[src/rtl/uart_pkg.sv]
// Shared UART definitions: TX FSM state encoding, line levels and the
// parity helper used by both the transmit and receive sides.
package uart_pkg;

  localparam int   UART_DATA_W = 8;
  localparam logic IDLE_LEVEL  = 1'b1;
  localparam logic START_LEVEL = 1'b0;
  localparam logic STOP_LEVEL  = 1'b1;

  typedef enum logic [2:0] {
    IDLE,
    START,
    DATA,
    PARITY,
    STOP
  } tx_state_t;

  // Even parity when odd=0, odd parity when odd=1.
  function automatic logic calc_parity(input logic [UART_DATA_W-1:0] data,
                                       input logic odd);
    return (^data) ^ odd;
  endfunction

endpackage

[src/rtl/uart_tx_if.sv]
// Byte write port of the UART transmitter: write strobe and data in,
// FIFO status flags back to the producer.
interface uart_tx_if #(
  parameter int DATA_W = 8
);
  logic              wr_en;
  logic [DATA_W-1:0] d_in;
  logic              tx_full;
  logic              tx_empty;

  modport master (
    output wr_en,
    output d_in,
    input  tx_full,
    input  tx_empty
  );

  modport slave (
    input  wr_en,
    input  d_in,
    output tx_full,
    output tx_empty
  );
endinterface

[src/rtl/uart_tx_fifo.sv]
// Show-ahead synchronous FIFO feeding the UART transmitter; head word is
// visible on d_out so the FSM can load it on the same edge it pops.
module uart_tx_fifo #(
  parameter int DATA_W     = 8,
  parameter int FIFO_DEPTH = 8
) (
  input  logic              clk,
  input  logic              reset,
  input  logic              wr_en,
  input  logic              rd_en,
  input  logic [DATA_W-1:0] d_in,
  output logic [DATA_W-1:0] d_out,
  output logic              full,
  output logic              empty
);

  localparam int AW = $clog2(FIFO_DEPTH);
  localparam int CW = AW + 1;

  logic [DATA_W-1:0] mem [FIFO_DEPTH];
  logic [AW-1:0]     wr_ptr_reg;
  logic [AW-1:0]     rd_ptr_reg;
  logic [CW-1:0]     count_reg;
  logic [CW-1:0]     count_next;
  logic              full_reg;
  logic              empty_reg;
  logic              push;
  logic              pop;

  // A write while full is dropped even if a pop frees a slot this cycle.
  assign push = wr_en & ~full_reg;
  assign pop  = rd_en & ~empty_reg;

  always_comb begin
    count_next = count_reg;
    if (push && !pop) begin
      count_next = count_reg + CW'(1);
    end else if (pop && !push) begin
      count_next = count_reg - CW'(1);
    end
  end

  always_ff @(posedge clk or posedge reset) begin
    if (reset) begin
      wr_ptr_reg <= '0;
      rd_ptr_reg <= '0;
      count_reg  <= '0;
      full_reg   <= 1'b0;
      empty_reg  <= 1'b1;
    end else begin
      if (push) begin
        wr_ptr_reg <= wr_ptr_reg + AW'(1);
      end
      if (pop) begin
        rd_ptr_reg <= rd_ptr_reg + AW'(1);
      end
      count_reg <= count_next;
      full_reg  <= (count_next == CW'(FIFO_DEPTH));
      empty_reg <= (count_next == '0);
    end
  end

  always_ff @(posedge clk) begin
    if (push) begin
      mem[wr_ptr_reg] <= d_in;
    end
  end

  assign d_out = mem[rd_ptr_reg];
  assign full  = full_reg;
  assign empty = empty_reg;

endmodule

[src/rtl/uart_tx.sv]
// UART transmitter: buffers bytes in a FIFO and serialises them as
// start, DATA_W data bits LSB first, optional parity and one stop bit.
module uart_tx
  import uart_pkg::*;
#(
  parameter int DATA_W     = UART_DATA_W,
  parameter int FIFO_DEPTH = 8
) (
  input  logic       clk,
  input  logic       reset,
  input  logic       b_clk_tx,
  input  logic       parity_en,
  input  logic       parity_odd,
  uart_tx_if.slave   bus,
  output logic       tx,
  output logic       tx_busy
);

  localparam int CNT_W = (DATA_W > 1) ? $clog2(DATA_W) : 1;

  tx_state_t         state_reg;
  logic [DATA_W-1:0] shift_reg;
  logic [CNT_W-1:0]  bit_cnt_reg;
  logic              par_en_reg;
  logic              par_bit_reg;
  logic              tx_reg;
  logic              busy_reg;

  logic [DATA_W-1:0] fifo_dout;
  logic              fifo_full;
  logic              fifo_empty;
  logic              pop;
  logic              frame_par;

  // New frames are only loaded from IDLE or at the end of a stop bit.
  assign pop = b_clk_tx & ~fifo_empty & ((state_reg == IDLE) | (state_reg == STOP));
  assign frame_par = calc_parity(UART_DATA_W'(fifo_dout), parity_odd);

  uart_tx_fifo #(
    .DATA_W    (DATA_W),
    .FIFO_DEPTH(FIFO_DEPTH)
  ) u_fifo (
    .clk  (clk),
    .reset(reset),
    .wr_en(bus.wr_en),
    .rd_en(pop),
    .d_in (bus.d_in),
    .d_out(fifo_dout),
    .full (fifo_full),
    .empty(fifo_empty)
  );

  always_ff @(posedge clk or posedge reset) begin
    if (reset) begin
      state_reg   <= IDLE;
      shift_reg   <= '0;
      bit_cnt_reg <= '0;
      par_en_reg  <= 1'b0;
      par_bit_reg <= 1'b0;
      tx_reg      <= IDLE_LEVEL;
      busy_reg    <= 1'b0;
    end else if (b_clk_tx) begin
      case (state_reg)
        IDLE, STOP: begin
          if (!fifo_empty) begin
            // Parity config is frozen here for the whole frame.
            shift_reg   <= fifo_dout;
            par_en_reg  <= parity_en;
            par_bit_reg <= frame_par;
            state_reg   <= START;
            tx_reg      <= START_LEVEL;
            busy_reg    <= 1'b1;
          end else begin
            state_reg <= IDLE;
            tx_reg    <= IDLE_LEVEL;
            busy_reg  <= 1'b0;
          end
        end
        START: begin
          state_reg   <= DATA;
          bit_cnt_reg <= '0;
          tx_reg      <= shift_reg[0];
        end
        DATA: begin
          shift_reg   <= shift_reg >> 1;
          bit_cnt_reg <= bit_cnt_reg + CNT_W'(1);
          if (bit_cnt_reg == CNT_W'(DATA_W - 1)) begin
            bit_cnt_reg <= '0;
            if (par_en_reg) begin
              state_reg <= PARITY;
              tx_reg    <= par_bit_reg;
            end else begin
              state_reg <= STOP;
              tx_reg    <= STOP_LEVEL;
            end
          end else begin
            tx_reg <= shift_reg[1];
          end
        end
        PARITY: begin
          state_reg <= STOP;
          tx_reg    <= STOP_LEVEL;
        end
        default: begin
          state_reg <= IDLE;
          tx_reg    <= IDLE_LEVEL;
          busy_reg  <= 1'b0;
        end
      endcase
    end
  end

  assign tx           = tx_reg;
  assign tx_busy      = busy_reg;
  assign bus.tx_full  = fifo_full;
  assign bus.tx_empty = fifo_empty;

endmodule

[src/flat_wrapper.sv]
// flat-port wrapper written by rule: the top's interface ports become plain ports
module uart_tx_flat import uart_pkg::*;
#(
  parameter int DATA_W     = UART_DATA_W,
  parameter int FIFO_DEPTH = 8
)
  (clk, reset, b_clk_tx, parity_en, parity_odd, tx, tx_busy, bus_wr_en, bus_d_in, bus_tx_full, bus_tx_empty);
  uart_tx_if #(.DATA_W(DATA_W)) bus_i ();
  input  logic clk;
  input  logic reset;
  input  logic b_clk_tx;
  input  logic parity_en;
  input  logic parity_odd;
  output logic tx;
  output logic tx_busy;
  input wire logic [$bits(bus_i.wr_en)-1:0] bus_wr_en;
  input wire logic [$bits(bus_i.d_in)-1:0] bus_d_in;
  output wire logic [$bits(bus_i.tx_full)-1:0] bus_tx_full;
  output wire logic [$bits(bus_i.tx_empty)-1:0] bus_tx_empty;
  assign bus_i.wr_en = bus_wr_en;
  assign bus_i.d_in = bus_d_in;
  assign bus_tx_full = bus_i.tx_full;
  assign bus_tx_empty = bus_i.tx_empty;
  uart_tx #(.DATA_W(DATA_W), .FIFO_DEPTH(FIFO_DEPTH)) u_core (.clk(clk), .reset(reset), .b_clk_tx(b_clk_tx), .parity_en(parity_en), .parity_odd(parity_odd), .bus(bus_i), .tx(tx), .tx_busy(tx_busy));
endmodule
[config.mk]
export PLATFORM = sky130hd
export DESIGN_NAME = uart_tx_flat
export DESIGN_NICKNAME = d
export VERILOG_FILES = /design/src/rtl/uart_pkg.sv /design/src/rtl/uart_tx_if.sv /design/src/rtl/uart_tx_fifo.sv /design/src/rtl/uart_tx.sv /design/src/flat_wrapper.sv
export SDC_FILE = /design/constraint.sdc
export NUM_CORES = 1
export LEC_CHECK = 0
export CORE_ASPECT_RATIO = 0.7
export CORE_UTILIZATION = 62
export CTS_BUF_LIST = sky130_fd_sc_hd__clkbuf_8
export DETAILED_ROUTE_END_ITERATION = 10
export PLACE_DENSITY = 0.81
export SLEW_MARGIN = 10
export SYNTH_ARGS = -nofsm -noshare
export SYNTH_HDL_FRONTEND = slang
export SYNTH_SLANG_ARGS = --single-unit
export TNS_END_PERCENT = 1
[constraint.sdc]
create_clock -name clk -period 2.9 [get_ports clk]
set_input_delay 0.435 -clock clk [delete_from_list [all_inputs] [get_ports clk]]
set_output_delay 0.435 -clock clk [all_outputs]
set_load 0.02 [all_outputs]
# After elaboration in Yosys (flattened, before gate mapping)

Memory sizes are Yosys's and may differ from the RTL's.
Index checks and enable logic that the tools add are counted.

Flip-flop bits (word level): 30
RAM bits: 64
Output and inout bits: 4
Memories kept: 1

Add/sub/neg operators: 5
Eq/ne operators: 8
Muxes and demuxes: 18
Bitwise gates (word level): 9
Reductions and logical operators: 16

Memories:

| memory            | depth | width | rd ports | clocked after memory_dff | wr ports | line               | source |
|---|---|---|---|---|---|---|---|
| u_core.u_fifo.mem | 8     | 8     | 1        | 0                        | 1        | uart_tx_fifo.sv:20 | `logic [DATA_W-1:0] mem [FIFO_DEPTH];` |

Operator list:

| cell                  | count |
|---|---|
| $pmux W8 S2           | 1 |
| $pmux W3 S4           | 1 |
| $add A3 B1 Y3 const B | 3 |
| $mux W3               | 3 |
| $mux W4               | 2 |
| $mux W8               | 1 |
| $reduce_xor A8 Y1     | 1 |
| $mux W1               | 7 |
| $eq A3 B2 Y1 const B  | 2 |
| $eq A3 B3 Y1 const B  | 2 |
| $pmux W3 S2           | 1 |
| $reduce_and A2 Y1     | 3 |
| $reduce_and A3 Y1     | 2 |
| $add A4 B1 Y4 const B | 1 |
| $and A1 B1 Y1         | 4 |
| $eq A4 B4 Y1 const B  | 1 |
| $logic_not A4 Y1      | 1 |
| $reduce_bool A2 Y1    | 2 |
| $sub A4 B1 Y4 const B | 1 |
| $eq A3 B1 Y1 const B  | 1 |
| $logic_not A3 Y1      | 1 |
| $not A1 Y1            | 3 |
| $pmux W1 S3           | 1 |
| $reduce_or A3 Y1      | 1 |
| other kinds (8)       | 10 |

# Logic depth before layout (Yosys ltp)

Gate-level depths: netlist of the first run.

Depth after elaboration: 8
Depth in mapped cells: 7
Depth with buffers taken out: 7

# Modules after synthesis

Synthesis of the first run repeated with hierarchy kept, for this count alone.

Cells, all modules: 272
Area total of the unflattened synthesis: 4,127.7 um2

Modules (own cells, without submodules):

| module       | instances | cells each | area an instance (um2) | seq. area each (um2) |
|---|---|---|---|---|
| uart_tx_fifo | 1         | 174        | 3,125.5                | 2,223.4 |
| uart_tx      | 1         | 98         | 1,002.2                | 451.7 |

# Worst setup path before layout of the first run

Ideal clock, no wire load.

Path type: register to register
From: register u_core.u_fifo.rd_ptr_reg[0]
To: register u_core.par_bit_reg
Library setup time: 132 ps
Arrival time: 2,056 ps
Data required time: 2,768 ps
Setup slack: 713 ps
Cell stages (with the launch flop): 7
Buffers on the path: 1
Clock period less this slack: 2,187 ps
Cells stage by stage: dfrtp_1 -> buf_6 -> mux4_1 -> mux2_2 -> xor3_1 -> xnor3_1 -> o21ai_1

Cells in the longest elaborated chain, start to end: 3

RTL lines:

| item                   | line               | source |
|---|---|---|
| start, declared        | uart_tx_fifo.sv:22 | `logic [AW-1:0] rd_ptr_reg;` |
| start signal, assigned | uart_tx_fifo.sv:55 | `rd_ptr_reg <= rd_ptr_reg + AW'(1);` |
| $mem_v2 Z8 W8          | -                  |  |
| $reduce_xor A8 Y1      | uart_pkg.sv:21     | `return (^data) ^ odd;` |
| $xor A1 B1 Y1          | uart_pkg.sv:21     |  |
| end signal, assigned   | uart_tx.sv:69      | `par_bit_reg <= frame_par;` |
| end, declared          | uart_tx.sv:25      | `logic par_bit_reg;` |

No other way between the ends.
A chain may end at the register's enable or synchronous reset.

# Final worst setup path of the first run

Ends and elaborated chain as after synthesis.

==> results of run 1 <==
critical path: cells and delay by family, from the launching register on:
family / cells / cell delay (ns)
flops: 1 / 0.35
buf+inv: 1 / 0.21
mux: 2 / 0.87
xor+xnor: 2 / 0.74
compound gates: 1 / 0.14
cell type report:
class                   instances  area share
clock inverters                 7     0.02079
well taps                      78     0.02106
inverters                       8    0.006481
multi-input cells             149      0.2833
repair buffers                 34     0.06427
flip-flops and latches         94      0.5774
clock buffers                   9     0.02674
worst max path at each step:
stage,from,endpoint,cells after the start
3_5_place_dp,b_clk_tx,u_core.u_fifo.full,6
4_1_cts,u_core.u_fifo.rd_ptr_reg[0],u_core.par_bit_reg,6
2_1_floorplan,u_core.u_fifo.rd_ptr_reg[0],u_core.par_bit_reg,6
6_report,u_core.u_fifo.rd_ptr_reg[0],u_core.par_bit_reg,6
3_3_place_gp,b_clk_tx,u_core.u_fifo.full,6
5_1_grt,u_core.u_fifo.rd_ptr_reg[0],u_core.par_bit_reg,6
cell families after synthesis:
family | Yosys count
mux | 32
simple gates | 67
buf+inv | 18
compound gates | 33
fa+ha+maj | 6
flops | 94
xor+xnor | 11
through the flow:
step                area, um2  utilization
CTS                      4633       0.7382
detailed placement       4413       0.7032
finish                   4633       0.7382
global placement         4413       0.7032
floorplan                4080            -
global route             4633       0.7382
report_power, final:
group          switching (uW)  leakage (uW)  internal [uW]
registers                 217      0.000936           1800
clock network             442      0.000104            488
logic                     973      0.000733           1060
total                    1630       0.00177           3340
metal layers:
layer,global-route usage,vias to the layer above
li1,-,1052
met2,0.3660,57
met1,0.3455,1137
met5,0,-
met3,0.07608,2
met4,0.06468,0
cells in the final DEF (no fill, tap or decap):
cell             Yosys  final
bufinv_16            0      2
a21o_1               1      1
clkinvlp_4           0      2
dfrtp_1             28     28
nor3_1               5      5
nor2b_1              3      3
nand2_1             27     27
o21ai_0              7      7
dfstp_2              2      2
mux4_1              13     13
nor2_1              20     20
mux2_2               7      7
edfxtp_1            64     64
o311ai_0             1      1
o22ai_1              3      3
ha_1                 6      6
nand2b_1             5      5
xnor3_1              2      2
nor3b_1              1      1
and3_1               3      3
clkdlybuf4s50_1      0     17
xnor2_1              7      7
mux4_2               3      3
nor4b_2              1      1
clkbuf_8             0      9
a21oi_1             13     13
o21ai_1              1      1
clkinv_1             0      1
o211ai_1             1      1
o32a_1               1      1
xnor3_2              1      1
buf_4                0     17
xor3_1               1      1
mux2i_1              9      9
o31ai_1              1      1
inv_6                0      2
or4b_2               1      1
a22oi_1              4      4
nand3b_1             1      1
inv_1                8      8
==> metrics.txt, run 1 <==
Synth top area share 0.4710; Die Span Y 69.87 um; Remaining DRCs 0; Syn Area/Cell 15.63 um2; wl on met1 3.299 mm; crit end category flop; max frequency 418.7 MHz; worst r2r src u_core.u_fifo.rd_ptr_reg[0]; Cell variety after synth 38; DP Worst Slack 0.3067 ns; fraction of layout cells with a size suffix above 1 0.1561; post-synthesis sequential area ratio 0.6556; final worst slack about 0.5 ns; Sink Count 94; Setup Buffers After CTS 0; area added between synthesis and finish 13.55%; Synth Flop Type edfxtp_1; relative slew slack 0.6809; Compound-Gate Fraction of Synth Area 0.04784; number of flip-flops in the largest register 64; first-pass GRT wire length about 12 mm; clk slew on worst S/H paths 0.09 ns; Reg2Reg Depth 6; initial antenna violation count 0; Hold Crit Class input pin to async pin; Max Slew Vio Count 0; CTS buffer count 9; Placement Rows 24; final WL between 7 and 8 mm; GPL Wtd Cong 0.7929; Worst Hold Slack about 0.47 ns; Hold Buf Count CTS 0; RSZ-0062 raised after global routing no; post-synthesis mux area share 0.1417; synthesized net count ~280; Congestion Overflow GR 0; Pwr Total slightly below 5000 uW; I/O pin total 18; endpoint arrival time on the critical path about 2.7 ns; area leader, netlist edfxtp_1; CP peak stage delay ~0.56 ns; post-DR vias/cell 5.931; Met3 Routed Length 376 um; Post-Synth XOR/XNOR Area 0.03772; Max Fanout on Critical Path 9; CTS Root Buffer Type clkbuf_8; diode count 0; ys async rst share 0.3191; critical-path cell list buf_4, mux4_1, mux2_2, xnor3_2, xnor3_1, o21ai_1; Fillers 380; period utilization 0.8237; LEAKAGE around 0.0018 uW; met2 wire length 3.437 mm; setup violators final 0; I/O Buffers 17; Critical Path RT 3.18 ns; Worst R2R Setup Slack between 0.5 and 0.6 ns; CP max stage cell mux4_1; Post-Synth Simple-Gate Area 0.07605; post-cts sizing count 0; critical register-to-register path endpoint u_core.par_bit_reg; vias in the first global route 2280; Clock Path Buffers 2; final hold vios 0; core area 0.006276 mm2; #FFs+latches synth 94; Final Non-Filler Cells roughly 380; fin crit period 2.389 ns; via count between 2000 and 2500; Top Metal Used met4; Starting Density 0.6501; Synth Area in Adders 0.01840; # nets final roughly 320; Post-synth EDFFs 64; Detail Placement HPWL 4.837 mm; largest net degree at the start of global routing 31; FF+latch area 0.002675 mm2; main combinational cell family by area after synthesis multiplexers; Synth Warn # 0; status complete, no violations; drt first pass iters 4; Routed Antenna Nets 0; Clock Latency Late Sink 0.36 ns; placed insts 363; average wire per standard cell 18.86 um; worst vdd ir 0.4814 mV; post-route setup TNS 0 ns; PwrDens ~1100 mW/mm2; mapped cell area roughly 0.0041 mm2; clock skew 0.01032 ns; Die ar. slightly below 0.007 mm2; gr usage total 0.2415; number of DRC markers in iteration 0 138; leading cell types by count after synthesis 64 x edfxtp_1, 28 x dfrtp_1, 27 x nand2_1; Max Cap Viol 0; Mapped Cells about 260; CTS tree built; most frequent cell after synthesis edfxtp_1; Worst-Margin Slew 0.4726 ns; CP Class flop to flop; H-tree levels 3; area of the multi-input gates around 0.0013 mm2; chip width about 99 um; top cells by area, synth edfxtp_1 47%, dfrtp_1 17%, mux4_1 8.4%; critical path startpoint category flop
Note: power is estimated with default switching activity, not from simulation.
==> inputs of run 2 (changes only) <==
==> constraint.sdc (replaced) <==
create_clock -name clk -period 2.4 [get_ports clk]
set_input_delay 0.36 -clock clk [delete_from_list [all_inputs] [get_ports clk]]
set_output_delay 0.36 -clock clk [all_outputs]
set_load 0.02 [all_outputs]
==> run 2 against run 1 <==
Against the previous run:
- combinational power up 25%
- core utilization up 0.90 points
- first-iteration DRC count down 12%
- sequential share of layout area down 0.69 points
- clock skew down 0.0038 ns
- total power up 22%
- maximum frequency up 4.1%
- sequential power up 22%
==> metrics.txt, run 2 (synthesis results as in run 1) <==
final hold vios 0; number of DRC markers in iteration 0 121; post-route setup TNS 0 ns; Pwr Total 6052 uW; I/O pin total 18; chip width 98.96 um; area added between synthesis and finish 14.93%; Max Slew Vio Count 0; Worst R2R Setup Slack about 0.10 ns; clock skew 0.006507 ns; most frequent cells in the layout 64 x edfxtp_1, 28 x dfrtp_1, 27 x nand2_1; Die Span Y 69.87 um; number of flip-flops in the largest register 64; Final Instance Area 0.004690 mm2; final WL 7.195 mm; Routed Antenna Nets 0; fraction of layout cells with a size suffix above 1 0.1871; drt first pass iters 4; PwrDens between 1000 and 1500 mW/mm2; first-pass GRT wire length ~12 mm; relative slew slack 0.6721; worst r2r src u_core.u_fifo.rd_ptr_reg[0]; Detail Placement HPWL 5.005 mm; final core utilization 0.7472; Congestion Overflow GR 0; Gate power share 0.419; Die ar. 0.006914 mm2; Sink Count 94; Placement Rows 24; Reg2Reg Depth 6; CTS Root Buffer Type clkbuf_8; GPL Wtd Cong 0.9131; Starting Density 0.6501; critical-path cell list buf_12, mux4_1, mux2_2, xor3_1, xnor3_1, o21ai_1; largest net degree at the start of global routing 22; CTS tree built; Net Sw Power 1999 uW; RSZ-0062 raised after global routing no; Reg power frac 0.406; CP max stage cell mux4_1; period utilization 0.9564; gr usage total 0.2362; I/O Buffers 17; Worst-Margin Slew around 0.49 ns; critical path startpoint category flop; CP Class flop to flop; critical register-to-register path endpoint u_core.par_bit_reg; clk slew on worst S/H paths 0.09 ns; fin crit period 2.295 ns; post-DR vias/cell 5.956; diode count 0; Internal slightly above 4000 uW; Clock Path Buffers 2; LEAKAGE 0.001813 uW; Placed Area 0.004471 mm2; core area 0.006276 mm2; Critical Path RT 2.69 ns; via count 2311; Fillers 377; final worst slack 0.1047 ns; most common cell after layout, fill and taps aside edfxtp_1; status complete, no violations; H-tree levels 3; setup violators final 0; Max Cap Viol 0; max frequency 435.7 MHz; worst vdd ir 0.6701 mV; # nets final 325; Max Fanout on Critical Path 9; initial antenna violation count 0; DP Worst Slack -0.05435 ns; Hold Crit Class input pin to async pin; vias in the first global route roughly 2300; Clock Latency Late Sink about 0.36 ns; Clk pwr share 0.175; crit end category flop; endpoint arrival time on the critical path ~2.6 ns; average wire per standard cell 18.54 um; CP peak stage delay 0.55 ns; Remaining DRCs 0; CTS buffer count 9; Net Sw Frac 0.3303
[run 2: cell type report]
| type | instances | area [um2] | share of cell area |
|---|---|---|---|
| Sequential cell | 94 | 2675 | 0.5704 |
| Multi-Input combinational cell | 149 | 1305 | 0.2783 |
| Timing Repair Buffer | 43 | 377.9 | 0.08058 |
| Clock inverter | 7 | 80.08 | 0.01708 |
| Inverter | 8 | 30.03 | 0.006403 |
| Tap cell | 78 | 97.59 | 0.02081 |
| Clock buffer | 9 | 123.9 | 0.02641 |
[run 2: power by group through the flow]
stage	sequential, uW	clock, uW	combinational [uW]
4_1_cts	2450	1080	2510
2_1_floorplan	2410	0	1870
5_1_grt	2500	1140	2810
3_3_place_gp	2470	0	2410
6_report	2450	1060	2540
3_5_place_dp	2480	0	2490
[run 2: worst max-delay path by stage]
| stage | start | end | depth (start not counted) |
|---|---|---|---|
| after floorplan | u_core.u_fifo.rd_ptr_reg[0] | u_core.par_bit_reg | 6 |
| after global placement | b_clk_tx | u_core.u_fifo.full | 6 |
| after detailed placement | b_clk_tx | u_core.u_fifo.full | 6 |
| after CTS | u_core.u_fifo.rd_ptr_reg[0] | u_core.par_bit_reg | 6 |
| after global routing | u_core.u_fifo.rd_ptr_reg[1] | u_core.par_bit_reg | 6 |
| final | u_core.u_fifo.rd_ptr_reg[0] | u_core.par_bit_reg | 6 |
[run 2: what timing repair did]
item                                    CTS  global route
hold buffers                              0             0
gates resized for setup                   0             2
buffers inserted                          0             3
endpoints found under the setup margin    0             1
[run 2: critical path: cells and delay by family (launching register included)]
kind | cells | cell delay (ns)
DFF | 1 | 0.40
xor gates and xnor gates | 2 | 0.71
AOI/OAI and AO/OA | 1 | 0.13
buffers and inverters | 1 | 0.15
muxes | 2 | 0.85
[run 2: per-stage QoR]
step	instances	hold WS (ns)
after global placement	369	0.4762
after floorplan	261	0.4468
after detailed placement	369	0.4829
after global routing	388	0.3038
after CTS	385	0.2666
final	388	0.2659
[run 2: per-layer routing]
| metal | vias up | global-route usage | routed length, um |
|---|---|---|---|
| li1 | 1081 | - | - |
| met5 | - | 0 | 0 |
| met4 | 0 | 0.08955 | 134 |
| met2 | 70 | 0.3504 | 3337 |
| met3 | 14 | 0.06106 | 386 |
| met1 | 1146 | 0.3428 | 3337 |
==> inputs of run 3 (changes only) <==
--- a/config.mk
+++ b/config.mk
@@ -6,12 +6,11 @@
 export NUM_CORES = 1
 export LEC_CHECK = 0
 export CORE_ASPECT_RATIO = 0.7
-export CORE_UTILIZATION = 62
+export CORE_UTILIZATION = 65
 export CTS_BUF_LIST = sky130_fd_sc_hd__clkbuf_8
 export DETAILED_ROUTE_END_ITERATION = 10
-export PLACE_DENSITY = 0.81
+export PLACE_DENSITY = 0.85
 export SLEW_MARGIN = 10
 export SYNTH_ARGS = -nofsm -noshare
 export SYNTH_HDL_FRONTEND = slang
 export SYNTH_SLANG_ARGS = --single-unit
-export TNS_END_PERCENT = 1
==> constraint.sdc (replaced) <==
create_clock -name clk -period 2.65 [get_ports clk]
set_input_delay 0.3975 -clock clk [delete_from_list [all_inputs] [get_ports clk]]
set_output_delay 0.3975 -clock clk [all_outputs]
set_load 0.02 [all_outputs]
==> run 3 against run 2 <==
Against the previous run:
- first-iteration DRC count is 58% higher
- sequential power is 10% lower
- critical path depth unchanged
- clock skew increased by 0.0024 ns
- cell count down 2.6%
- die area shrank 4.5%
- global-route usage is 0.25 points higher
- largest cell class unchanged
- flip-flop and latch count stayed put
- core utilization up 3.5 points
- register-to-register slack improved by 0.15 ns
- clock power decreased by 15%
- via count down 3.8%
==> metrics.txt, run 3 (synthesis results as in run 1) <==
status complete, no violations; Hold Crit Class input pin to async pin; Net Sw Power 1791 uW; Die ar. 0.006603 mm2; crit end category flop; core area 0.005899 mm2; Routed Antenna Nets 0; Starting Density 0.6916; relative slew slack 0.5007; I/O Buffers 17; Detail Placement HPWL 4.815 mm; via count 2224; endpoint arrival time on the critical path 2.69 ns; Clock Latency Late Sink about 0.36 ns; Clk pwr share 0.171; clock skew approximately 0.0089 ns; LEAKAGE 0.001776 uW; vias in the first global route 2181; Reg power frac 0.417; cell family with most CP delay multiplexers; worst r2r src u_core.u_fifo.rd_ptr_reg[0]; Critical Path RT ~2.9 ns; most frequent cells in the layout 64 x edfxtp_1, 28 x dfrtp_1, 27 x nand2_1; Placement Rows 23; CTS Root Buffer Type clkbuf_8; final hold vios 0; most common cell after layout, fill and taps aside edfxtp_1; clk slew on worst S/H paths 0.10 ns; chip width 96.70 um; Worst-Margin Slew between 0.7 and 0.8 ns; critical-path cell list buf_4, mux4_1, mux2_2, xor3_1, xnor3_1, o21ai_1; CTS buffer count 9; number of DRC markers in iteration 0 between 150 and 200; CP peak stage delay 0.58 ns; Setup Buffers After CTS 0; max frequency around 420 MHz; number of flip-flops in the largest register 64; gr usage total 0.2387; post-route setup TNS 0 ns; diode count 0; GPL Wtd Cong between 0.7 and 0.8; Crit path depth 6; Net Sw Frac 0.3393; RSZ-0062 raised after global routing no; average wire per standard cell ~19 um; Internal 3486 uW; drt first pass iters 4; Reg2Reg Depth 6; crit path launch u_core.u_fifo.rd_ptr_reg[0]; CTS tree built; CP Class flop to flop; I/O pin total 18; CP Buf/Inv Count 1; area added between synthesis and finish 13.09%; post-DR vias/cell roughly 6; worst vdd ir 0.7008 mV; Hold Buf Count CTS 0; Clock Path Buffers 2; Max Slew Vio Count 0; PwrDens approximately 1100 mW/mm2; period utilization 0.9042; Remaining DRCs 0; # nets final 318; critical path startpoint category flop; first-pass GRT wire length 11.25 mm; setup violators final 0; H-tree levels 3; CP max stage cell mux4_1; Pwr Total ~5300 uW; Congestion Overflow GR 0; initial antenna violation count 0; Max Cap Viol 0; post-cts sizing count 0; Max Fanout on Critical Path 10; fin crit period 2.396 ns; Gate power share 0.412; Die Span Y 68.29 um; Sink Count 94; largest net degree at the start of global routing 21; fraction of layout cells with a size suffix above 1 0.1650; final WL 7.061 mm
==> run 3: cell count changes in the layout (fill, tap and decap cells not counted), sizes merged <==
cell    change
clkinv      +2
bufinv      -1
buf         -7
inv         -1
==> run 3: area by class of cell <==
type | instances | area (um2)
fillers | 320 | 1285
clock inverters | 7 | 66.31
inverters | 8 | 30.03
repair buffers | 36 | 312.8
well taps | 75 | 93.84
clock buffers | 9 | 123.9
flip-flops and latches | 94 | 2675
multi-input cells | 149 | 1313
==> run 3: routing by layer <==
metal / vias to the layer above / track usage / part of all wire / wire, um
met3: 4 / 0.07559 / 0.066 / 464
met1: 1095 / 0.3423 / 0.47 / 3345
li1: 1062 / - / - / -
met5: - / 0 / 0 / 0
met4: 0 / 0.06157 / 0.0057 / 40
met2: 63 / 0.3618 / 0.45 / 3211
==> run 3: per-stage QoR <==
stage	setup slack (ns)	cells	hold WS [ns]	area [um2]	util
2_1_floorplan	0.4629	261	0.4468	4080	-
3_3_place_gp	0.2776	362	0.4749	4424	0.7499
3_5_place_dp	0.2232	362	0.4774	4424	0.7499
4_1_cts	0.2462	378	0.4726	4614	0.7822
5_1_grt	0.1319	378	0.5156	4614	0.7822
6_report	0.2537	378	0.4638	4614	0.7822
==> run 3: final timing paths <==
path,endpoint,slack (ns)
max in group asynchronous,u_core.shift_reg[7],1.61
worst min register to register,u_core.u_fifo.count_reg[3],0.51
worst min-delay path,u_core.state_reg[0],0.46
worst max-delay path,u_core.par_bit_reg,0.25
worst max register to register,u_core.par_bit_reg,0.25
min in group clk,u_core.u_fifo.count_reg[3],0.51
==> run 3: power groups by stage <==
stage	Clock, uW	Sequential (uW)	Combinational, uW
global placement	0	2220	2110
floorplan	0	2180	1690
CTS	918	2200	2190
global route	970	2250	2400
detailed placement	0	2230	2180
finish	900	2200	2170
==> RTL edit: new RTL, settings of run 2 <==
Put one more register stage on the output `tx`. The value now appears one clock later. The other outputs are not delayed to match.
--- a/src/rtl/uart_tx.sv
+++ b/src/rtl/uart_tx.sv
@@ -110,7 +110,9 @@
     end
   end
 
-  assign tx           = tx_reg;
+  always_ff @(posedge clk) begin
+    tx <= tx_reg;
+  end
   assign tx_busy      = busy_reg;
   assign bus.tx_full  = fifo_full;
   assign bus.tx_empty = fifo_empty;
Behaviour: not the same (a bounded check fails within 4 cycles, from zero or initial values and one cycle with reset high).
==> RTL edit against run 2 <==
Design area increased by 0.11%. Total power about the same. Utilization decreased by 0.28 points. Fmax decreased by 2.4%. Routed wire length increased by 1.3%. Sequential share of layout area increased by 0.37 points. Critical path depth unchanged. Sequential cell count increased by 1. Non-clock buffer count decreased by 1. Synthesized area increased by 0.34%. Hold slack improved by 0.0061 ns. Worst setup slack got worse by 0.057 ns. Critical endpoint unchanged. Largest cell class unchanged. Highest routed layer unchanged.
==> RTL edit: results (changes against run 2) <==
| Stage | Quantity | Value | vs run 2 |
|:---|:---|:---|:---|
| run status | Status | completed | unchanged |
| synthesis | Post-synth ARST share | 31.6% | was 31.9% |
| pwr | Switching share of power | 32.9% | was 33.0% |
| place | RePlAce Congestion | 0.776 | was 0.913 |
| layout | Buffers excl. clock | 42 | was 43 |
| global routing | Via count of the first global-routing pass | 2,296 | was 2,273 |
| layout | Share of post-route cells with drive strength above 1 | 18.6% | was 18.7% |
| routing | Number of DRC markers after the initial detailed-route iteration | 149 | was 121 |
| synthesis | Synthesized-area fraction occupied by adder cells | 1.83% | was 1.84% |
| layout | Area fraction of clock buffers and clock inverters | 4.21% | was 4.35% |
| layout | Sequential cell count | 95 | was 94 |
| layout | Fin nets | 322 | was 325 |
| synthesis | Xor/xnor share of the synthesized area | 3.76% | was 3.77% |
| synthesis | Post-synthesis net count | 279 | was 281 |
| synthesis | Area contributors post-synth | sky130_fd_sc_hd__edfxtp_1 (47%), sky130_fd_sc_hd__dfrtp_1 (17%), sky130_fd_sc_hd__mux4_1 (8.3%), sky130_fd_sc_hd__nand2_1 (2.8%), sky130_fd_sc_hd__mux2i_1 (2.0%) | was sky130_fd_sc_hd__edfxtp_1 (47%), sky130_fd_sc_hd__dfrtp_1 (17%), sky130_fd_sc_hd__mux4_1 (8.4%), sky130_fd_sc_hd__nand2_1 (2.5%), sky130_fd_sc_hd__mux2i_1 (2.2%) |
| place | Area after DPL | 0.00447 mm² | about the same |
| global routing | Wire length of the first global-routing pass | 11.6 mm | was 11.7 mm |
| synthesis | Most common library cells after synthesis | sky130_fd_sc_hd__edfxtp_1 (64), sky130_fd_sc_hd__nand2_1 (31), sky130_fd_sc_hd__dfrtp_1 (28) | was sky130_fd_sc_hd__edfxtp_1 (64), sky130_fd_sc_hd__dfrtp_1 (28), sky130_fd_sc_hd__nand2_1 (27) |
| synthesis | Multiplexer share of the synthesized area | 13.9% | was 14.2% |
| routing | Routed WL per cell | 18.9 µm | was 18.5 µm |
| layout | Area share of buffers outside the clock network | 7.89% | was 8.06% |
| pwr | Max IR drop VDD | 0.624 mV | was 0.670 mV |
| timing | Max transition margin | 37.1% | was 67.2% |
| layout | Flip-flop and latch share of the layout cell area | 57.4% | was 57.0% |
| pwr | Portion of total power attributed to the clock network | 16.9% | was 17.5% |
| worst setup path | Worst endpoint data arrival time | 2.62 ns | was 2.59 ns |
| layout | Design area | 0.00469 mm² | about the same |
| layout | Area of combinational cells with multiple inputs | 0.00130 mm² | was 0.00131 mm² |
| pwr | Static Leak | 0.00181 µW | about the same |
| synthesis | Share of the yosys chip area belonging to registers | 65.8% | was 65.6% |
| place | Placed cell count | 366 | was 369 |
| global routing | All-layer global routing usage | 23.2% | was 23.6% |
| synthesis | Cell variety after synth | 44 | was 38 |
RTL edit: cell types whose count changed in the layout (fill, tap and decap cells not counted), sizes merged, moves of 2 or more:
cell and delta:
a21oi -9, a22o +2, and3 -2, clkinvlp +3, inv -4, nand2 +4, nor2 -6, o21ai +8
o22ai -2
RTL edit: cell families after synthesis:
logic type,Yosys count
AO/OA/AOI/OAI,33
XOR/XNOR,11
adder cells (fa/ha/maj),6
buffers and inverters,18
flip-flops,95
multiplexers,31
AND/OR/NAND/NOR,65
RTL edit: routing by layer:
metal	up-vias	track usage (%)	routed length, µm
met4	0	8.01	65
li1	1070	-	-
met3	7	5.31	392
met1	1131	34.3	3540
met2	62	34.7	3290
met5	-	0	0
RTL edit: stage by stage:
stage                     setup WS [ns]  hold slack (ns)  power [µW]
final                            0.0480            0.272        6050
after global routing            -0.0274            0.300        6400
after CTS                       0.00658            0.272        6010
after detailed placement        0.00393            0.399        4990
after global placement           0.0752            0.398        4850
after floorplan                   0.212            0.393        4280
